File: config.mk
export PLATFORM = sky130hd
export DESIGN_NAME = binary_to_bcd_stream
export DESIGN_NICKNAME = d
export VERILOG_FILES = /design/src/rtl/binary_to_bcd_stream.sv
export SDC_FILE = /design/constraint.sdc
export NUM_CORES = 1
export LEC_CHECK = 0
export BUFFER_PORTS_ARGS = -buffer_cell sky130_fd_sc_hd__buf_2
export CAP_MARGIN = 15
export CORE_AREA = 5 5 61 117
export CTS_BUF_LIST = sky130_fd_sc_hd__clkbuf_4 sky130_fd_sc_hd__clkbuf_8
export DETAILED_ROUTE_END_ITERATION = 6
export DIE_AREA = 0 0 66 122
export PLACE_DENSITY = 0.83
export SYNTH_ARGS = -nofsm -noshare
export SYNTH_HDL_FRONTEND = slang
export SYNTH_SLANG_ARGS = --single-unit
File: constraint.sdc
create_clock -name clk -period 5.6 [get_ports clk]
set_input_delay 1.4 -clock clk [delete_from_list [all_inputs] [get_ports clk]]
set_output_delay 1.4 -clock clk [all_outputs]
set_load 0.02 [all_outputs]
File: src/rtl/binary_to_bcd_stream.sv
// Sequential double-dabble binary to packed BCD converter, valid/ready on both sides.
// Result appears ITERS clocks after accept and is held until out_ready; no input is taken while busy.
package binary_to_bcd_stream_pkg;

  function automatic int bcd_digits(input int width, input int signed_mode);
    logic [63:0] mag;
    int          n;
    mag = (signed_mode != 0) ? (64'd1 << (width - 1)) : ((64'd1 << width) - 64'd1);
    n   = 1;
    while (mag >= 64'd10) begin
      mag = mag / 64'd10;
      n++;
    end
    return n;
  endfunction

endpackage

module binary_to_bcd_stream
  import binary_to_bcd_stream_pkg::*;
#(
  parameter int WIDTH          = 16,
  parameter int SIGNED         = 0,
  parameter int BITS_PER_CYCLE = 1,
  localparam int DIGITS        = bcd_digits(WIDTH, SIGNED),
  localparam int OUT_WIDTH     = 4 * DIGITS,
  localparam int DIG_W         = $clog2(DIGITS + 1)
) (
  input  logic                 clk,
  input  logic                 reset_n,
  input  logic                 in_valid,
  output logic                 in_ready,
  input  logic [WIDTH-1:0]     in_data,
  output logic                 out_valid,
  input  logic                 out_ready,
  output logic [OUT_WIDTH-1:0] out_bcd,
  output logic                 out_negative,
  output logic [DIG_W-1:0]     out_digits
);

  localparam int ITERS = (WIDTH + BITS_PER_CYCLE - 1) / BITS_PER_CYCLE;
  localparam int PAD_W = ITERS * BITS_PER_CYCLE;
  localparam int CNT_W = $clog2(ITERS + 1);

  typedef enum logic [1:0] {IDLE, SHIFT, DONE} state_t;

  state_t               state_q, state_d;
  logic [PAD_W-1:0]     mag_q, mag_d;
  logic [OUT_WIDTH-1:0] acc_q, acc_d;
  logic [CNT_W-1:0]     cnt_q, cnt_d;
  logic                 neg_q, neg_d;
  logic [OUT_WIDTH-1:0] res_bcd_q, res_bcd_d;
  logic                 res_neg_q, res_neg_d;
  logic [DIG_W-1:0]     res_dig_q, res_dig_d;

  logic                 in_neg;
  logic [WIDTH-1:0]     in_mag;
  logic [OUT_WIDTH-1:0] step_acc;
  logic [PAD_W-1:0]     step_mag;
  logic [DIG_W-1:0]     step_dig;

  // Unsigned negation of the most negative value wraps back onto 2^(WIDTH-1), the correct magnitude.
  always_comb begin
    in_neg = (SIGNED != 0) && in_data[WIDTH-1];
    in_mag = in_neg ? (-in_data) : in_data;
  end

  always_comb begin
    step_acc = acc_q;
    step_mag = mag_q;
    for (int s = 0; s < BITS_PER_CYCLE; s++) begin
      for (int d = 0; d < DIGITS; d++) begin
        if (step_acc[4*d +: 4] >= 4'd5) begin
          step_acc[4*d +: 4] = step_acc[4*d +: 4] + 4'd3;
        end
      end
      step_acc = {step_acc[OUT_WIDTH-2:0], step_mag[PAD_W-1]};
      step_mag = {step_mag[PAD_W-2:0], 1'b0};
    end
  end

  always_comb begin
    step_dig = DIG_W'(1);
    for (int d = 1; d < DIGITS; d++) begin
      if (step_acc[4*d +: 4] != 4'd0) begin
        step_dig = DIG_W'(d + 1);
      end
    end
  end

  always_comb begin
    state_d   = state_q;
    mag_d     = mag_q;
    acc_d     = acc_q;
    cnt_d     = cnt_q;
    neg_d     = neg_q;
    res_bcd_d = res_bcd_q;
    res_neg_d = res_neg_q;
    res_dig_d = res_dig_q;
    in_ready  = 1'b0;
    out_valid = 1'b0;
    unique case (state_q)
      IDLE: begin
        in_ready = 1'b1;
        if (in_valid) begin
          mag_d   = PAD_W'(in_mag);
          acc_d   = '0;
          cnt_d   = CNT_W'(ITERS);
          neg_d   = in_neg;
          state_d = SHIFT;
        end
      end
      SHIFT: begin
        mag_d = step_mag;
        acc_d = step_acc;
        cnt_d = cnt_q - CNT_W'(1);
        // The final step's result goes straight into the held output registers.
        if (cnt_q == CNT_W'(1)) begin
          res_bcd_d = step_acc;
          res_neg_d = neg_q;
          res_dig_d = step_dig;
          state_d   = DONE;
        end
      end
      DONE: begin
        out_valid = 1'b1;
        if (out_ready) begin
          state_d = IDLE;
        end
      end
      default: state_d = IDLE;
    endcase
  end

  always_ff @(posedge clk or negedge reset_n) begin
    if (!reset_n) begin
      state_q   <= IDLE;
      mag_q     <= '0;
      acc_q     <= '0;
      cnt_q     <= '0;
      neg_q     <= 1'b0;
      res_bcd_q <= '0;
      res_neg_q <= 1'b0;
      res_dig_q <= DIG_W'(1);
    end else begin
      state_q   <= state_d;
      mag_q     <= mag_d;
      acc_q     <= acc_d;
      cnt_q     <= cnt_d;
      neg_q     <= neg_d;
      res_bcd_q <= res_bcd_d;
      res_neg_q <= res_neg_d;
      res_dig_q <= res_dig_d;
    end
  end

  assign out_bcd      = res_bcd_q;
  assign out_negative = res_neg_q;
  assign out_digits   = res_dig_q;

endmodule
==> out/qor.yml <==
timing.hold.worst.start: "out_bcd[9]"
mostFrequentLayoutCells: "sky130_fd_sc_hd__dfrtp_1 (65), sky130_fd_sc_hd__o21ai_0 (58), sky130_fd_sc_hd__nand2_1 (56), sky130_fd_sc_hd__buf_2 (44), sky130_fd_sc_hd__a21oi_1 (24)"
buffer_ports.inserted: 44
clk-insertion-delay-late_ps: 350
dp.cells: 469
initial_utilization_pct: 53.7
critical_path.startpoint_type: "flop"
ant_nets: 0
cts-root-buf: "sky130_fd_sc_hd__clkbuf_8"
critical_path.reg2reg.startpoint: "state_q[0]"
run_status: "completed"
hold_class: "reg -> reg"
grt_max_degree: 49
post_drt_wl_per_cell_microns: 14.1
netlist_area_sq_um: 3330
timing.final.crit_share_pct: 52.3
p_leak_nw: 1.79
fp-row-count: 41
dr_total_vias: 2602
critPathKind: "reg -> out"
number_of_enable_flip_flop_cells_after_synthesis: 0
numCtsBuffers: 9
max_slew_margin_pct: 38.9
yosys_register_bits: 66
floorplan.die_area_sq_um: 8050
hold_buffers: 0
grt_pass1_vias: 2507
firstDrtPassIters: 5
crit_arrival_ps: 1530
slew_viol_final: 0
pwr_density_cell_nw_per_um2: 578
yosys.area.top_type: "sky130_fd_sc_hd__dfrtp_1"
worst_ir_drop_vdd_v: 0.000290
postLayoutCellArea_sq_um: 3820
total_nets_final: 427
synthesis.yosys.warnings: 0
io_pins: 46
yosysSeqAreaShare_pct: 49.6
maximum_level_of_the_cts_h_tree: 3
synthCells: 354
clock_path_buffers: 2
syn_to_final_growth_pct: 14.5
antenna_cells: 0
final-setup-viol-count: 0
die_width_microns: 66
finalClockSkew_ps: 9.97
postCtsResizedCells: 0
worstSetupEndpointType: "output port"
fp.dieH_microns: 122
drive_above_1_share_pct: 18.3
layout.cells.non_filler: 485
globalRouteOverflowTotal: 0
ys_async_sr_fraction_pct: 100
avg_synthesized_cell_area_sq_um: 9.41
fmax_achieved_ghz: 0.341
wirelength_microns: 6820
drt_drc_violations_left: 0
power_mw: 2.20
final.min_clock_period_ps: 2930
detailed_place.area_sq_um: 3600
worst_slew_pin_slew_ps: 914
cts_post_setup_buffers_inserted: 0
report.final.hold_viol_count: 0
clk_pin_slew_worst_paths_ps: 70
detail_route.vias_per_cell: 5.36
most_common_cell_after_layout_fill_and_taps_aside: "sky130_fd_sc_hd__dfrtp_1"
wire_length_of_the_first_global_routing_pass_microns: 11500
place.gp.congestion: 0.802
grt_util_all_layers_pct: 18.6
synthTopCellsByArea: "sky130_fd_sc_hd__dfrtp_1 (49%), sky130_fd_sc_hd__o21ai_0 (8.7%), sky130_fd_sc_hd__nand2_1 (6.3%), sky130_fd_sc_hd__ha_1 (4.5%), sky130_fd_sc_hd__a21oi_1 (3.6%)"
synth_top_area_share_pct: 48.8
dominantRegCellSynth: "sky130_fd_sc_hd__dfrtp_1"
net_count_after_synthesis: 386
worst_ep_required_time_ps: 4200
detailedRoute.firstIterationViolations: 210
fp.coreArea_sq_um: 6210
crit_path_start: "state_q[0]"
yosys.cell_types.count: 46
fin_setup_tns_ps: 0
timing.hold.ws_ps: 472
grt_setup_unrepaired: "false"
cts_sinks: 66
hpwl_microns: 4600
cap_viol_max_count: 0
antenna_found_initial: 0
critical_path.max_fanout: 24
clock_tree_from_tritoncts: "yes"
cells in the mapped netlist (3+ instances only):
| cell | number |
|---|---|
| sky130_fd_sc_hd__nand2_1 | 56 |
| sky130_fd_sc_hd__clkbuf_1 | 12 |
| sky130_fd_sc_hd__a22o_1 | 4 |
| sky130_fd_sc_hd__nor2_1 | 5 |
| sky130_fd_sc_hd__nand3_1 | 5 |
| sky130_fd_sc_hd__dfrtp_1 | 65 |
| sky130_fd_sc_hd__inv_1 | 13 |
| sky130_fd_sc_hd__nor3_1 | 6 |
| sky130_fd_sc_hd__mux2_2 | 3 |
| sky130_fd_sc_hd__nor2b_1 | 16 |
| sky130_fd_sc_hd__nand2b_1 | 8 |
| sky130_fd_sc_hd__o21ai_0 | 58 |
| sky130_fd_sc_hd__ha_1 | 12 |
| sky130_fd_sc_hd__nor3b_1 | 7 |
| sky130_fd_sc_hd__a21oi_1 | 24 |
| sky130_fd_sc_hd__xnor2_1 | 6 |
| sky130_fd_sc_hd__a22oi_1 | 15 |
| sky130_fd_sc_hd__buf_2 | 3 |
sequential cells by signal, summed over array words and instances, names as in the netlist:
signal      count
acc_q          20
cnt_q           5
state_q         2
out_digits      3
mag_q          16
out_bcd        20
per-layer routing:
layer	routed length (microns)	global-route usage, %	vias up
li1	-	-	1320
met1	3050	25.3	1215
met2	3330	27.7	57
met3	291	4.34	10
met4	147	9.29	0
met5	0	0	-
where the power goes:
group	internal (mW)	total (mW)	leakage, nW	switching (mW)
sequential	0.680	0.864	0.843	0.184
combinational	0.386	0.945	0.840	0.560
clock	0.224	0.395	0.103	0.172
total	1.29	2.20	1.79	0.915
critical path, stage by stage, from the launching register on:
cell                       delay, ps
sky130_fd_sc_hd__dfrtp_1         760
sky130_fd_sc_hd__nand2b_1        220
sky130_fd_sc_hd__inv_1            50
sky130_fd_sc_hd__buf_2           150
worst paths after layout:
kind	end	slack, ps	cells after the start
max	out_valid	2670	3
min	out_bcd[9]	470	2
max reg2reg	cnt_q[3]	3360	4
min reg2reg	out_bcd[9]	470	2
max in group asynchronous	mag_q[0]	3690	2
min in group asynchronous	out_bcd[12]	980	1
cell type report:
cell class	instances	area, sq um
multi-input combinational	257	1540
tap	86	108
clock buffer	12	153
inverter	13	48.8
sequential	66	1650
clock inverter	3	40.0
timing repair buffer	48	270
fill	520	2390
per-stage QoR:
step                util [%]  setup slack, ps
floorplan                  -             3170
global placement        57.9             2800
detailed placement      57.9             2700
CTS                     61.0             2680
global route            61.5             2530
finish                  61.5             2670
kinds of logic after synthesis:
logic type / Yosys count / synth area share [%]
xor gates and xnor gates: 6 / 1.58
AOI/OAI and AO/OA: 114 / 19.9
adders and majority gates: 12 / 4.51
DFF: 66 / 49.6
muxes: 5 / 1.61
buffers and inverters: 31 / 4.06
other: 1 / 0.113
and+or+nand+nor: 119 / 18.6
Power figures use the tool's default switching activity.
